### src/rtl/hazard_ctrl.sv
// Hazard control beside the ID/EX boundary of the 5-stage RV32I pipeline: load-use stall,
// taken-branch flush and data-memory freeze. Optional perf counters behind HAZARD_PERF_CNT_EN.
module hazard_ctrl #(
  parameter int REG_ADDR_WIDTH = 5,
  parameter int FLUSH_CYCLES   = 2,
  parameter int CNT_WIDTH      = 32
) (
  input  logic                      clk,
  input  logic                      rst_n,
  input  logic [REG_ADDR_WIDTH-1:0] id_rs1,
  input  logic [REG_ADDR_WIDTH-1:0] id_rs2,
  input  logic                      id_use_rs1,
  input  logic                      id_use_rs2,
  input  logic [REG_ADDR_WIDTH-1:0] id_rd,
  input  logic                      id_memread,
  input  logic                      id_regwrite,
  input  logic                      ex_branch_taken,
  input  logic                      mem_busy,
  output logic                      stall,
  output logic                      pc_we,
  output logic                      ifid_we,
  output logic                      ifid_flush,
  output logic                      idex_flush,
  output logic [CNT_WIDTH-1:0]      stall_count,
  output logic [CNT_WIDTH-1:0]      flush_count
);

  typedef enum logic {S_RUN, S_FLUSH} state_t;

  localparam logic [2:0] CNT_INIT = 3'(FLUSH_CYCLES - 1);

  state_t                    r_state;
  logic [2:0]                r_cnt;
  logic [REG_ADDR_WIDTH-1:0] r_ex_rd;
  logic                      r_ex_memread;
  logic                      r_ex_regwrite;
  logic [REG_ADDR_WIDTH-1:0] r_mem_rd;
  logic                      r_mem_regwrite;

  logic w_load_use;
  logic w_flush_evt;

  assign w_load_use = r_ex_memread && (r_ex_rd != '0) &&
                      ((id_use_rs1 && (id_rs1 == r_ex_rd)) ||
                       (id_use_rs2 && (id_rs2 == r_ex_rd)));

  // A taken branch only starts a flush from RUN and only when MEM is not holding.
  assign w_flush_evt = (r_state == S_RUN) && !mem_busy && ex_branch_taken;

  always_comb begin
    stall      = 1'b0;
    pc_we      = 1'b1;
    ifid_we    = 1'b1;
    ifid_flush = 1'b0;
    idex_flush = 1'b0;
    case (r_state)
      S_RUN: begin
        if (mem_busy) begin
          stall   = 1'b1;
          pc_we   = 1'b0;
          ifid_we = 1'b0;
        end else if (ex_branch_taken) begin
          stall      = 1'b1;
          ifid_flush = 1'b1;
          idex_flush = 1'b1;
        end else if (w_load_use) begin
          stall      = 1'b1;
          pc_we      = 1'b0;
          ifid_we    = 1'b0;
          idex_flush = 1'b1;
        end
      end
      S_FLUSH: begin
        stall      = 1'b1;
        ifid_flush = 1'b1;
        idex_flush = 1'b1;
        if (mem_busy) begin
          pc_we   = 1'b0;
          ifid_we = 1'b0;
        end
      end
      default: ;
    endcase
  end

  // r_cnt holds the FLUSH cycles still to run, counting the current one.
  always_ff @(posedge clk or negedge rst_n) begin
    if (!rst_n) begin
      r_state <= S_RUN;
      r_cnt   <= '0;
    end else begin
      case (r_state)
        S_RUN: begin
          if (w_flush_evt && (FLUSH_CYCLES > 1)) begin
            r_state <= S_FLUSH;
            r_cnt   <= CNT_INIT;
          end
        end
        S_FLUSH: begin
          if (!mem_busy) begin
            if (r_cnt <= 3'd1) begin
              r_state <= S_RUN;
              r_cnt   <= '0;
            end else begin
              r_cnt <= r_cnt - 3'd1;
            end
          end
        end
        default: r_state <= S_RUN;
      endcase
    end
  end

  always_ff @(posedge clk or negedge rst_n) begin
    if (!rst_n) begin
      r_ex_rd        <= '0;
      r_ex_memread   <= 1'b0;
      r_ex_regwrite  <= 1'b0;
      r_mem_rd       <= '0;
      r_mem_regwrite <= 1'b0;
    end else if (!mem_busy) begin
      r_mem_rd       <= r_ex_rd;
      r_mem_regwrite <= r_ex_regwrite;
      if (idex_flush) begin
        r_ex_rd       <= '0;
        r_ex_memread  <= 1'b0;
        r_ex_regwrite <= 1'b0;
      end else begin
        r_ex_rd       <= id_rd;
        r_ex_memread  <= id_memread;
        r_ex_regwrite <= id_regwrite;
      end
    end
  end

  // MEM-stage shadow is a tap for forwarding logic; nothing in this block consumes it.
  logic w_unused_fwd_tap;
  assign w_unused_fwd_tap = ^{r_mem_rd, r_mem_regwrite};

`ifdef HAZARD_PERF_CNT_EN
  logic [CNT_WIDTH-1:0] r_stall_count;
  logic [CNT_WIDTH-1:0] r_flush_count;

  always_ff @(posedge clk or negedge rst_n) begin
    if (!rst_n) begin
      r_stall_count <= '0;
      r_flush_count <= '0;
    end else begin
      if (stall && (r_stall_count != '1))
        r_stall_count <= r_stall_count + CNT_WIDTH'(1);
      if (w_flush_evt && (r_flush_count != '1))
        r_flush_count <= r_flush_count + CNT_WIDTH'(1);
    end
  end

  assign stall_count = r_stall_count;
  assign flush_count = r_flush_count;
`else
  assign stall_count = '0;
  assign flush_count = '0;
`endif

endmodule

### config.mk
export PLATFORM = sky130hd
export DESIGN_NAME = hazard_ctrl
export DESIGN_NICKNAME = d
export VERILOG_FILES = /design/src/rtl/hazard_ctrl.sv
export SDC_FILE = /design/constraint.sdc
export NUM_CORES = 1
export LEC_CHECK = 0
export BUFFER_PORTS_ARGS = -buffer_cell sky130_fd_sc_hd__buf_2
export CAP_MARGIN = 10
export CORE_MARGIN = 2
export CORE_UTILIZATION = 43
export CTS_CLUSTER_SIZE = 20
export DETAILED_ROUTE_END_ITERATION = 7
export HOLD_SLACK_MARGIN = 0.06
export MAX_ROUTING_LAYER = met4
export PLACE_DENSITY = 0.9
export SLEW_MARGIN = 0
export SYNTH_ARGS = -nofsm -noshare
export SYNTH_HDL_FRONTEND = slang
export SYNTH_SLANG_ARGS = --single-unit
### constraint.sdc
create_clock -name clk -period 2.72 [get_ports clk]
set_input_delay 0.408 -clock clk [delete_from_list [all_inputs] [get_ports clk]]
set_output_delay 0.408 -clock clk [all_outputs]
set_load 0.01 [all_outputs]
== Word level (Yosys, flattened, before mapping) ==
Index checks and enable logic that the tools add are counted.

* Logic and storage cells: 45
* Bits in latches: 0
* Register bits after elaboration: 10
* Memories: 0
* Output and inout port bits: 69
* Input bits: 23
* ROM bits: 0
* Memory bits (writable): 0

* Reductions and logical operators: 10
* Equality and inequality tests: 4
* $lt $le $gt $ge: 1
* Add/sub/neg operators: 1
* $mul: 0
* Muxes and demuxes: 24
* Shift-type cells: 0
* Bitwise operators: 1
* Divide/modulo/power cells: 0

{| class="wikitable"
|+ Operators by type and width
! kind !! count
|-
| 2-to-1 mux 1 bit || 14
|-
| == test 5 bit || 2
|-
| case mux 1 bit (2 select lines) || 5
|-
| 2-to-1 mux 3 bit || 3
|-
| logical AND 1 bit || 6
|-
| case mux 3 bit (2 select lines) || 1
|-
| 2-to-1 mux 5 bit || 1
|-
| nonzero test 5 bit || 1
|-
| inequality test 2 bit (second input constant) || 2
|-
| less-or-equal comparator 3 x 1 -> 1 bit (second input constant) || 1
|-
| subtractor 3 x 1 -> 3 bit (second input constant) || 1
|-
| AND reduction 2 bit || 1
|-
| logical NOT 1 bit || 1
|-
| logical OR 1 bit || 1
|-
| NOT 1 bit || 1
|}

== Longest topological paths before layout ==
Gate-level depths: netlist of run 1.

* Depth after elaboration: 9
* Depth in mapped cells: 5

== Least setup slack after synthesis of run 1 ==
Ideal clock, no wire load.

* Kind: reg2out
* Start point: register r_ex_rd[1]
* End point: output port pc_we
* Arrival: 1.694 ns
* Data required time: 2.312 ns
* Cell stages (with the launch flop): 6
* Setup slack: 0.618 ns
* Buffers on the path: 1
* Cells stage by stage: dfrtp_1 > or4_4 > o21ai_4 > inv_2 > a31oi_1 > buf_4

* Longest elaborated chain between the ends: 8

{| class="wikitable"
|+ Ends and longest elaborated chain
! what !! RTL line !! source
|-
| from (decl) || 34 || <nowiki>logic [REG_ADDR_WIDTH-1:0] r_ex_rd;</nowiki>
|-
| from (signal assigned) || 129 || <nowiki>r_ex_rd <= id_rd;</nowiki>
|-
| == test 5 bit, on equally long branches || 44, 45 ||
|-
| logical AND 1 bit, on equally long branches || 44, 45 ||
|-
| logical OR 1 bit || 44 || <nowiki>((id_use_rs1 && (id_rs1 == r_ex_rd)) ||</nowiki>
|-
| logical AND 1 bit (*) || 43 || <nowiki>assign w_load_use = r_ex_memread && (r_ex_rd != '0) &&</nowiki>
|-
| 2-to-1 mux 1 bit (*) (3 in a row) || n/a ||
|-
| case mux 1 bit (2 select lines) (*) || n/a ||
|-
| to (decl) || 20 || <nowiki>output logic pc_we,</nowiki>
|}

Every way passes the cells marked *; elsewhere a longest branch is shown, timed or not.

== Worst setup path after layout of run 1 ==
* Start point: register r_ex_rd[1]
* End point: output port ifid_we

* Longest elaborated chain between the ends: 8

{| class="wikitable"
|+ Ends and longest elaborated chain
! what !! RTL line !! source
|-
| == test 5 bit, on equally long branches || 44, 45 ||
|-
| logical AND 1 bit, on equally long branches || 44, 45 ||
|-
| logical OR 1 bit || 44 ||
|-
| logical AND 1 bit (*) || 43 ||
|-
| 2-to-1 mux 1 bit (*) || 66 || <nowiki>end else if (w_load_use) begin</nowiki>
|-
| 2-to-1 mux 1 bit (*) || 62 || <nowiki>end else if (ex_branch_taken) begin</nowiki>
|-
| 2-to-1 mux 1 bit (*) || 58 || <nowiki>if (mem_busy) begin</nowiki>
|-
| case mux 1 bit (2 select lines) (*) || 56 || <nowiki>case (r_state)</nowiki>
|-
| to (decl) || 21 || <nowiki>output logic ifid_we,</nowiki>
|}

Marked as above.

==> results.json, run 1 <==
{
  "drv_cap": 0,
  "hpwl_microns": 1528,
  "yosysSeqAreaShare_pct": 21.37,
  "syn-cell-area_sq_um": 1171,
  "powerDensity_nw_per_um2": 671.0,
  "postCtsSetupRepairBufs": 0,
  "io_buffer_count": 26,
  "synth_cell_types": 24,
  "crit_type": "flip-flop to output port",
  "drt-vias-per-instance": 4.109,
  "rows": 18,
  "hold_path.class": "input pin to flip-flop",
  "cts_htree_levels": 1,
  "grt_max_degree": 16,
  "whs_path_depth": 3,
  "area_growth_pct": -2.778,
  "crit_path_end_kind": "output port",
  "outcome": "completed",
  "clk_path_buf_depth": 2,
  "ir_drop_v": 0.0002987,
  "cts_tree": "done",
  "min_period_ns": 2.359,
  "dp_slack_ns": 0.6524,
  "r2r_end": "r_ex_rd[3]",
  "finalClockSkew_ns": 0.003006,
  "cts_resized": 0,
  "finalPower_w": 0.0007640,
  "cts.clk_slew.worst_paths_ns": 0.07,
  "whs_endpoint": "r_ex_memread",
  "leakage_nw": 0.6017,
  "ant_nets": 0,
  "finalMaxSlewViolations": 0,
  "holdWs_ns": 0.3836,
  "cp_data_arrival_time_ns": 1.95,
  "hp-start": "id_memread",
  "worst_slack_ns": 0.3607,
  "cp.required_ns": 2.31,
  "ys_seq_elements": 10,
  "cts_num_sinks": 10,
  "max_freq_ghz": 0.4239,
  "rr_worst_depth": 4,
  "die_height_microns": 56.19,
  "syn_inst": 142,
  "hold_violations": 0,
  "setup_viol": 0,
  "nNetsFinal": 197,
  "insertedDiodeCount": 0,
  "wl_per_cell_microns": 9.035,
  "rsz0062_at_grt": "no",
  "drt_iter0_drc": 16,
  "yosysWarnings": 0,
  "synth_area_per_cell_sq_um": 8.247,
  "firstDrtPassIters": 4,
  "gr-total-overflow": 0,
  "coreArea_sq_um": 2522,
  "drc_errors": 0,
  "critical_path_peak_fanout": 9,
  "num_vias": 826,
  "timing.final.crit_share_pct": 86.74,
  "pin_count": 92,
  "timing.rr.start": "r_ex_rd[1]",
  "dieArea_sq_um": 3157,
  "grt_pass1_vias": 657,
  "fin_setup_tns_ns": 0,
  "drive_gt1_share_pct": 21.05,
  "critPathLaunchType": "flip-flop",
  "die_w_microns": 56.19,
  "reg2reg_slack_ns": 1.11,
  "gp_congestion": 0.7636,
  "numCtsBuffers": 3,
  "start_util_pct": 46.43,
  "track_usage_pct": 11.59,
  "antenna_found_initial": 0,
  "clk_latency_ns": 0.26,
  "grt_first_pass_wirelength_microns": 2842,
  "cts_root_buf": "clkbuf_4",
  "wl_microns": 1816
}
==> cell usage after synthesis <==
cell type	count	share of area, %
a31oi_1	2	1.1
nor2_1	5	1.6
o21ai_1	7	3.0
o22a_1	1	0.75
nor3_2	1	0.85
mux2i_1	1	0.85
o21ai_4	1	1.4
nand4_1	2	1.1
o21ai_0	2	0.85
a21oi_1	3	1.3
conb_1	1	0.32
inv_1	5	1.6
xnor2_1	10	7.5
buf_4	65	42
inv_2	1	0.32
o22ai_1	1	0.53
or4_4	1	0.96
o41ai_1	1	0.75
o31ai_1	3	1.9
a32oi_1	6	4.5
ha_1	2	2.1
nand2_1	9	2.9
dfrtp_1	10	21
buf_2	2	0.85
==> placed cells by master (no fill, tap or decap), drive strengths merged, types with 2 or more instances in the layout <==
cell type  count
dfrtp         10
nor2           5
nand2          9
o21ai         10
o31ai          3
inv            6
a21oi          3
a31oi          2
ha             2
clkbuf         4
buf           28
xnor2         10
a32oi          6
nand4          2
conb          64
==> critical path, cell delays in order (launching register included) <==
cell	delay, ns
dfrtp_1	0.44
or4_4	0.57
o21ai_4	0.27
inv_2	0.04
a31oi_1	0.21
buf_2	0.17
==> worst max-delay path by stage <==
| stage | startpoint | endpoint | slack, ns | cells after the start |
|---|---|---|---|---|
| floorplan | r_ex_rd[1] | pc_we | 0.62 | 5 |
| global placement | r_ex_rd[1] | ifid_we | 0.67 | 5 |
| detailed placement | r_ex_rd[1] | ifid_we | 0.65 | 5 |
| CTS | r_ex_rd[1] | ifid_we | 0.35 | 5 |
| global route | r_ex_rd[1] | ifid_we | 0.27 | 5 |
| finish | r_ex_rd[1] | ifid_we | 0.36 | 5 |
==> flip-flops by register name, indices dropped and copies added, names as in the netlist <==
name          flops
r_cnt             3
r_ex_memread      1
r_ex_rd           5
r_state           1
==> cell families (layout without fill, tap and decap cells) <==
kind of cell / count (synthesis) / count (layout) / synth area share (%)
buffers and inverters: 73 / 39 / 44.44
AO/OA/AOI/OAI: 27 / 27 / 16.03
AND/OR/NAND/NOR: 18 / 18 / 7.372
XOR/XNOR: 10 / 10 / 7.478
flip-flops: 10 / 10 / 21.37
adder cells (fa/ha/maj): 2 / 2 / 2.136
other: 1 / 64 / 0.3202
multiplexers: 1 / 1 / 0.8547
==> layer usage <==
layer / vias to the layer above / routed length [microns] / GRT usage [%]
met1: 361 / 664 / 13.82
li1: 408 / - / -
met3: 0 / 208 / 2.791
met2: 57 / 943 / 18.99
met4: 0 / 0 / 4.082
met5: - / 0 / -
==> through the flow <==
stage                     cell area (sq um)  util [%]  cells
after floorplan                        1408         -    205
after global placement                 1092     43.30    196
after detailed placement               1092     43.30    196
after CTS                              1139     45.14    201
after global routing                   1139     45.14    201
final                                  1139     45.14    201
==> power breakdown <==
part | switching (W) | internal [W]
Sequential | 0.0000685 | 0.000203
Combinational | 0.000207 | 0.000154
Clock | 0.0000495 | 0.0000812
==> area by class of cell <==
| cell class | instances | area, sq um |
|---|---|---|
| fill | 248 | 1384 |
| multi-input combinational | 122 | 636.9 |
| clock buffer | 4 | 36.28 |
| sequential | 10 | 250.2 |
| timing repair buffer | 29 | 155.1 |
| inverter | 6 | 22.52 |
| tap | 30 | 37.54 |
==> timing repair <==
action,CTS,global route
hold buffers,1,0
hold endpoints to repair,10,0
endpoints found under the setup margin,0,0
Note: power is estimated with default switching activity, not from simulation.
==> inputs of run 2 (changes only) <==
==> constraint.sdc (replaced) <==
create_clock -name clk -period 2.8 [get_ports clk]
set_input_delay 0.42 -clock clk [delete_from_list [all_inputs] [get_ports clk]]
set_output_delay 0.42 -clock clk [all_outputs]
set_load 0.01 [all_outputs]
==> results.json, run 2 (synthesis gave the netlist of run 1 again) <==
{
  "leakage_nw": 0.6017,
  "multi_input_area_sq_um": 636.9,
  "fin_area_sq_um": 1139,
  "final_util_pct": 45.14,
  "rows": 18,
  "drc_errors": 0,
  "crit_path_end_kind": "output port",
  "powerDensity_nw_per_um2": 652.3,
  "placed_cell_area_sq_um": 1092,
  "grt_max_degree": 16,
  "nNetsFinal": 197,
  "wl_microns": 1803,
  "firstDrtPassIters": 4,
  "drive_gt1_share_pct": 21.05,
  "top_regs": "r_ex_rd (5), r_cnt (3)",
  "drv_cap": 0,
  "numCtsBuffers": 3,
  "largest_register": "r_ex_rd",
  "drt_iter0_drc": 30,
  "busiest_layer": "met2",
  "hold_violations": 0,
  "grt_first_pass_wirelength_microns": 2780,
  "outcome": "completed",
  "clk_path_buf_depth": 2,
  "wl_per_cell_microns": 8.970,
  "cp_data_arrival_time_ns": 1.95,
  "coreArea_sq_um": 2522,
  "insertedDiodeCount": 0,
  "met2_usage_pct": 17.98,
  "largest_reg_flops": 5,
  "area_growth_pct": -2.778,
  "critPathLaunchType": "flip-flop",
  "io_buffer_count": 26,
  "cts_tree": "done",
  "grt_pass1_vias": 655,
  "final_common_cell": "conb_1",
  "gp_congestion": 0.7591,
  "cp.required_ns": 2.38,
  "num_vias": 839,
  "hold_path.class": "input pin to flip-flop",
  "timing.final.crit_share_pct": 84.58,
  "final_cell_count_no_fill": 201,
  "crit_type": "flip-flop to output port",
  "pin_count": 92,
  "ir_drop_v": 0.0003066,
  "track_usage_pct": 11.11,
  "critical_path_peak_fanout": 9,
  "start_util_pct": 46.43,
  "cts_htree_levels": 1,
  "rsz0062_at_grt": "no",
  "grtUsageMet1_pct": 13.30,
  "holdWs_ns": 0.4006,
  "die_w_microns": 56.19,
  "register_area_sq_um": 250.2,
  "max_freq_ghz": 0.4222,
  "die_height_microns": 56.19,
  "hpwl_microns": 1520,
  "met3_usage_pct": 3.023,
  "clk_latency_ns": 0.26,
  "dieArea_sq_um": 3157,
  "cts.clk_slew.worst_paths_ns": 0.07,
  "fin_setup_tns_ns": 0,
  "min_period_ns": 2.368,
  "cts_root_buf": "clkbuf_4",
  "fill_cells": 252,
  "place_inst": 196,
  "setup_viol": 0,
  "gr-total-overflow": 0,
  "drt-vias-per-instance": 4.174,
  "ant_nets": 0,
  "antenna_found_initial": 0,
  "finalClockSkew_ns": 0.001972,
  "layout_common_cells": "conb_1, buf_2, xnor2_1, dfrtp_1, nand2_1",
  "cts_num_sinks": 10,
  "finalMaxSlewViolations": 0
}
run 2: critical path, stage by stage, from the launching register on:
cell	delay [ns]
dfrtp_1	0.43
or4_4	0.56
o21ai_4	0.26
inv_2	0.04
a31oi_1	0.22
buf_2	0.17
run 2: area by class of cell:
type                       instances  share of cell area [%]
multi-input combinational        122                   55.93
sequential                        10                   21.98
timing repair buffer              29                   13.63
tap                               30                   3.297
clock buffer                       4                   3.187
inverter                           6                   1.978
run 2: through the flow:
step,worst slack (ns),total power [W]
4_1_cts,0.4218,0.0007476
3_3_place_gp,0.7244,0.0006050
5_1_grt,0.3098,0.0008166
6_report,0.4317,0.0007427
2_1_floorplan,0.6861,0.0005935
3_5_place_dp,0.7160,0.0006154
run 2: routing by layer:
metal / vias up / routed length [microns] / share of wire, %
met5: - / 0 / 0
met3: 0 / 222 / 12
met4: 0 / 0 / 0
li1: 406 / - / -
met1: 377 / 646 / 36
met2: 56 / 933 / 52
run 2: timing repair:
action	4_1_cts	5_1_grt
hold endpoints to repair	10	0
buffers inserted	0	0
hold buffers	1	0
gates resized for setup	0	0
run 2: worst paths after layout:
| path | from | end | slack (ns) | depth (start not counted) |
|---|---|---|---|---|
| setup / recovery | r_ex_rd[1] | ifid_we | 0.43 | 5 |
| hold / removal | id_rd[4] | r_ex_rd[4] | 0.40 | 3 |
| setup reg to reg | r_ex_rd[1] | r_ex_rd[2] | 1.24 | 4 |
| hold reg to reg | r_cnt[1] | r_cnt[1] | 0.52 | 2 |
| max in group asynchronous | rst_n | r_cnt[1] | 2.07 | 2 |
| min in group asynchronous | rst_n | r_ex_rd[4] | 0.54 | 2 |
run 2: where the power goes:
group	leakage, nW	internal [W]	switching (W)
clock	0.0210	0.0000788	0.0000474
combinational	0.452	0.000150	0.000201
sequential	0.129	0.000197	0.0000675
==> inputs of run 3 (changes only) <==
--- a/config.mk
+++ b/config.mk
@@ -5,15 +5,16 @@
 export SDC_FILE = /design/constraint.sdc
 export NUM_CORES = 1
 export LEC_CHECK = 0
+export ABC_AREA = 1
 export BUFFER_PORTS_ARGS = -buffer_cell sky130_fd_sc_hd__buf_2
 export CAP_MARGIN = 10
 export CORE_MARGIN = 2
-export CORE_UTILIZATION = 43
+export CORE_UTILIZATION = 36
 export CTS_CLUSTER_SIZE = 20
 export DETAILED_ROUTE_END_ITERATION = 7
 export HOLD_SLACK_MARGIN = 0.06
 export MAX_ROUTING_LAYER = met4
-export PLACE_DENSITY = 0.9
+export PLACE_DENSITY = 0.81
 export SLEW_MARGIN = 0
 export SYNTH_ARGS = -nofsm -noshare
 export SYNTH_HDL_FRONTEND = slang
==> constraint.sdc (replaced) <==
create_clock -name clk -period 1.9 [get_ports clk]
set_input_delay 0.285 -clock clk [delete_from_list [all_inputs] [get_ports clk]]
set_output_delay 0.285 -clock clk [all_outputs]
set_load 0.01 [all_outputs]
==> results.json, run 3 <==
{
  "min_period_ns": 1.777,
  "hpwl_microns": 1661,
  "die_height_microns": 61.76,
  "timing.final.crit_share_pct": 93.51,
  "nNetsFinal": 236,
  "io_buffer_count": 26,
  "drv_cap": 0,
  "cp_common_cell": "inv_1",
  "numCtsBuffers": 3,
  "synth_edf_count": 0,
  "drive_gt1_share_pct": 20.48,
  "whs_path_depth": 3,
  "finalMaxSlewViolations": 0,
  "gr-total-overflow": 0,
  "synth_area_per_cell_sq_um": 6.748,
  "drc_errors": 0,
  "max_freq_ghz": 0.5629,
  "crit_chain": "inv_1 -> nand4_1 -> o21ai_0 -> inv_1 -> a31oi_2 -> buf_2",
  "final_cell_count_no_fill": 254,
  "fill_cells": 367,
  "powerDensity_nw_per_um2": 754.8,
  "rows": 20,
  "drt_iter0_drc": 18,
  "critPathSlowestCell": "dfrtp_1",
  "cts.clk_slew.worst_paths_ns": 0.06,
  "leakage_nw": 0.7869,
  "finalClockSkew_ns": 0.003291,
  "synthArstFlopShare_pct": 100.0,
  "multi_input_area_sq_um": 620.6,
  "path_delay_family": "flip-flops",
  "grt_pass1_vias": 668,
  "clk_latency_ns": 0.26,
  "drt-vias-per-instance": 3.622,
  "synth_top_area_share_pct": 40.63,
  "synthTopCellsByArea": "buf_4, dfrtp_1, nand2_1",
  "wl_microns": 1926,
  "outcome": "completed",
  "final_util_pct": 39.15,
  "yosysWarnings": 0,
  "top_regs": "r_ex_rd (5), r_cnt (3)",
  "grt_first_pass_wirelength_microns": 2691,
  "die_w_microns": 61.76,
  "place_inst": 245,
  "largest_register": "r_ex_rd",
  "syn_inst": 178,
  "track_usage_pct": 9.650,
  "coreArea_sq_um": 3103,
  "num_vias": 920,
  "syn-cell-area_sq_um": 1201,
  "largest_reg_flops": 5,
  "ys_seq_elements": 10,
  "setup_viol": 0,
  "yosys.area.top_type": "buf_4",
  "hold_violations": 0,
  "layout_common_cells": "conb_1, nand2_1, buf_2, inv_1, nor2_1",
  "cts_root_buf": "clkbuf_4",
  "register_area_sq_um": 250.2,
  "ant_nets": 0,
  "gp_congestion": 0.7645,
  "cp.depth": 6,
  "insertedDiodeCount": 0,
  "crit_path_end_kind": "output port",
  "critPathBufInv": 3,
  "crit_path_max_incr_delay_ns": 0.40,
  "ir_drop_v": 0.0006417,
  "firstDrtPassIters": 4,
  "cts_htree_levels": 1,
  "cts_tree": "done",
  "hold_path.class": "input pin to flip-flop",
  "area_growth_pct": 1.146,
  "cp.required_ns": 1.62,
  "synth_most_common_cell": "buf_4",
  "synth_cell_types": 20,
  "final_common_cell": "conb_1",
  "yosysSeqAreaShare_pct": 20.83,
  "critical_path_peak_fanout": 4,
  "grt_max_degree": 11,
  "critPathLaunchType": "flip-flop",
  "synthTopCellsByCount": "buf_4, nand2_1, inv_1, nor2_1, dfrtp_1",
  "clk_path_buf_depth": 2,
  "wl_per_cell_microns": 7.583,
  "start_util_pct": 38.71,
  "crit_type": "flip-flop to output port",
  "synth_flop_cell": "dfrtp_1",
  "antenna_found_initial": 0,
  "cp_data_arrival_time_ns": 1.49,
  "cts_num_sinks": 10,
  "pin_count": 92,
  "dieArea_sq_um": 3814,
  "rr_worst_depth": 11
}
## run 3: layout make-up
class	instances	area share (%)
clock buffers	4	2.987
flip-flops and latches	10	20.60
multi-input cells	144	51.08
repair buffers	32	14.62
well taps	44	4.531
inverters	20	6.179
## run 3: final timing paths
check | end | start | slack (ns)
min in group asynchronous | r_ex_rd[0] | rst_n | 0.41
max reg2reg | r_ex_rd[2] | r_ex_rd[1] | 0.44
max in group asynchronous | r_ex_rd[1] | rst_n | 1.30
min reg2reg | r_ex_memread | r_ex_memread | 0.48
max | ifid_we | r_ex_rd[2] | 0.12
min | r_ex_rd[4] | id_rd[4] | 0.27
## run 3: logic make-up after synthesis
group                      Yosys count  synth area share (%)
buffers and inverters               87                 47.71
and+or+nand+nor                     69                 24.17
DFF                                 10                 20.83
AOI/OAI and AO/OA                    8                 4.167
adders and majority gates            2                 2.083
xor gates and xnor gates             1                0.7293
other                                1                0.3122
## run 3: power breakdown
| group | switching (W) | internal, W | total [W] |
|---|---|---|---|
| clock network | 0.0000710 | 0.000116 | 0.000187 |
| registers | 0.0000500 | 0.000269 | 0.000319 |
| logic | 0.000257 | 0.000154 | 0.000411 |
## run 3: metal layers
layer / share of wire (%) / vias to the layer above / GRT usage, %
met5: 0 / - / -
met4: 0.99 / 0 / 3.647
met3: 9.3 / 4 / 1.449
met2: 47 / 48 / 13.98
met1: 43 / 391 / 13.55
li1: - / 477 / -
## run 3: timing repair
action / 4_1_cts / 5_1_grt
endpoints found under the setup margin: 0 / 3
resized for setup: 0 / 1
hold buffers: 1 / 0
buffers inserted: 0 / 4
hold endpoints to repair: 10 / 0
## run 3: tightest hold or removal path, cell delays in order
cell and delay [ns]:
buf_2 0.08, nand4_1 0.08, nand2_1 0.06
## run 3: through the flow
| stage | setup slack, ns | area (sq um) | hold WS [ns] | total power, W | TNS [ns] |
|---|---|---|---|---|---|
| 2_1_floorplan | 0.3506 | 1438 | -0.01059 | 0.0007232 | 0 |
| 3_3_place_gp | 0.3754 | 1132 | 0.1529 | 0.0007120 | 0 |
| 3_5_place_dp | 0.3537 | 1132 | 0.1566 | 0.0007276 | 0 |
| 4_1_cts | 0.06495 | 1179 | 0.2687 | 0.0009202 | 0 |
| 5_1_grt | -0.002933 | 1215 | 0.2803 | 0.001011 | -0.002933 |
| 6_report | 0.1234 | 1215 | 0.2705 | 0.0009171 | 0 |
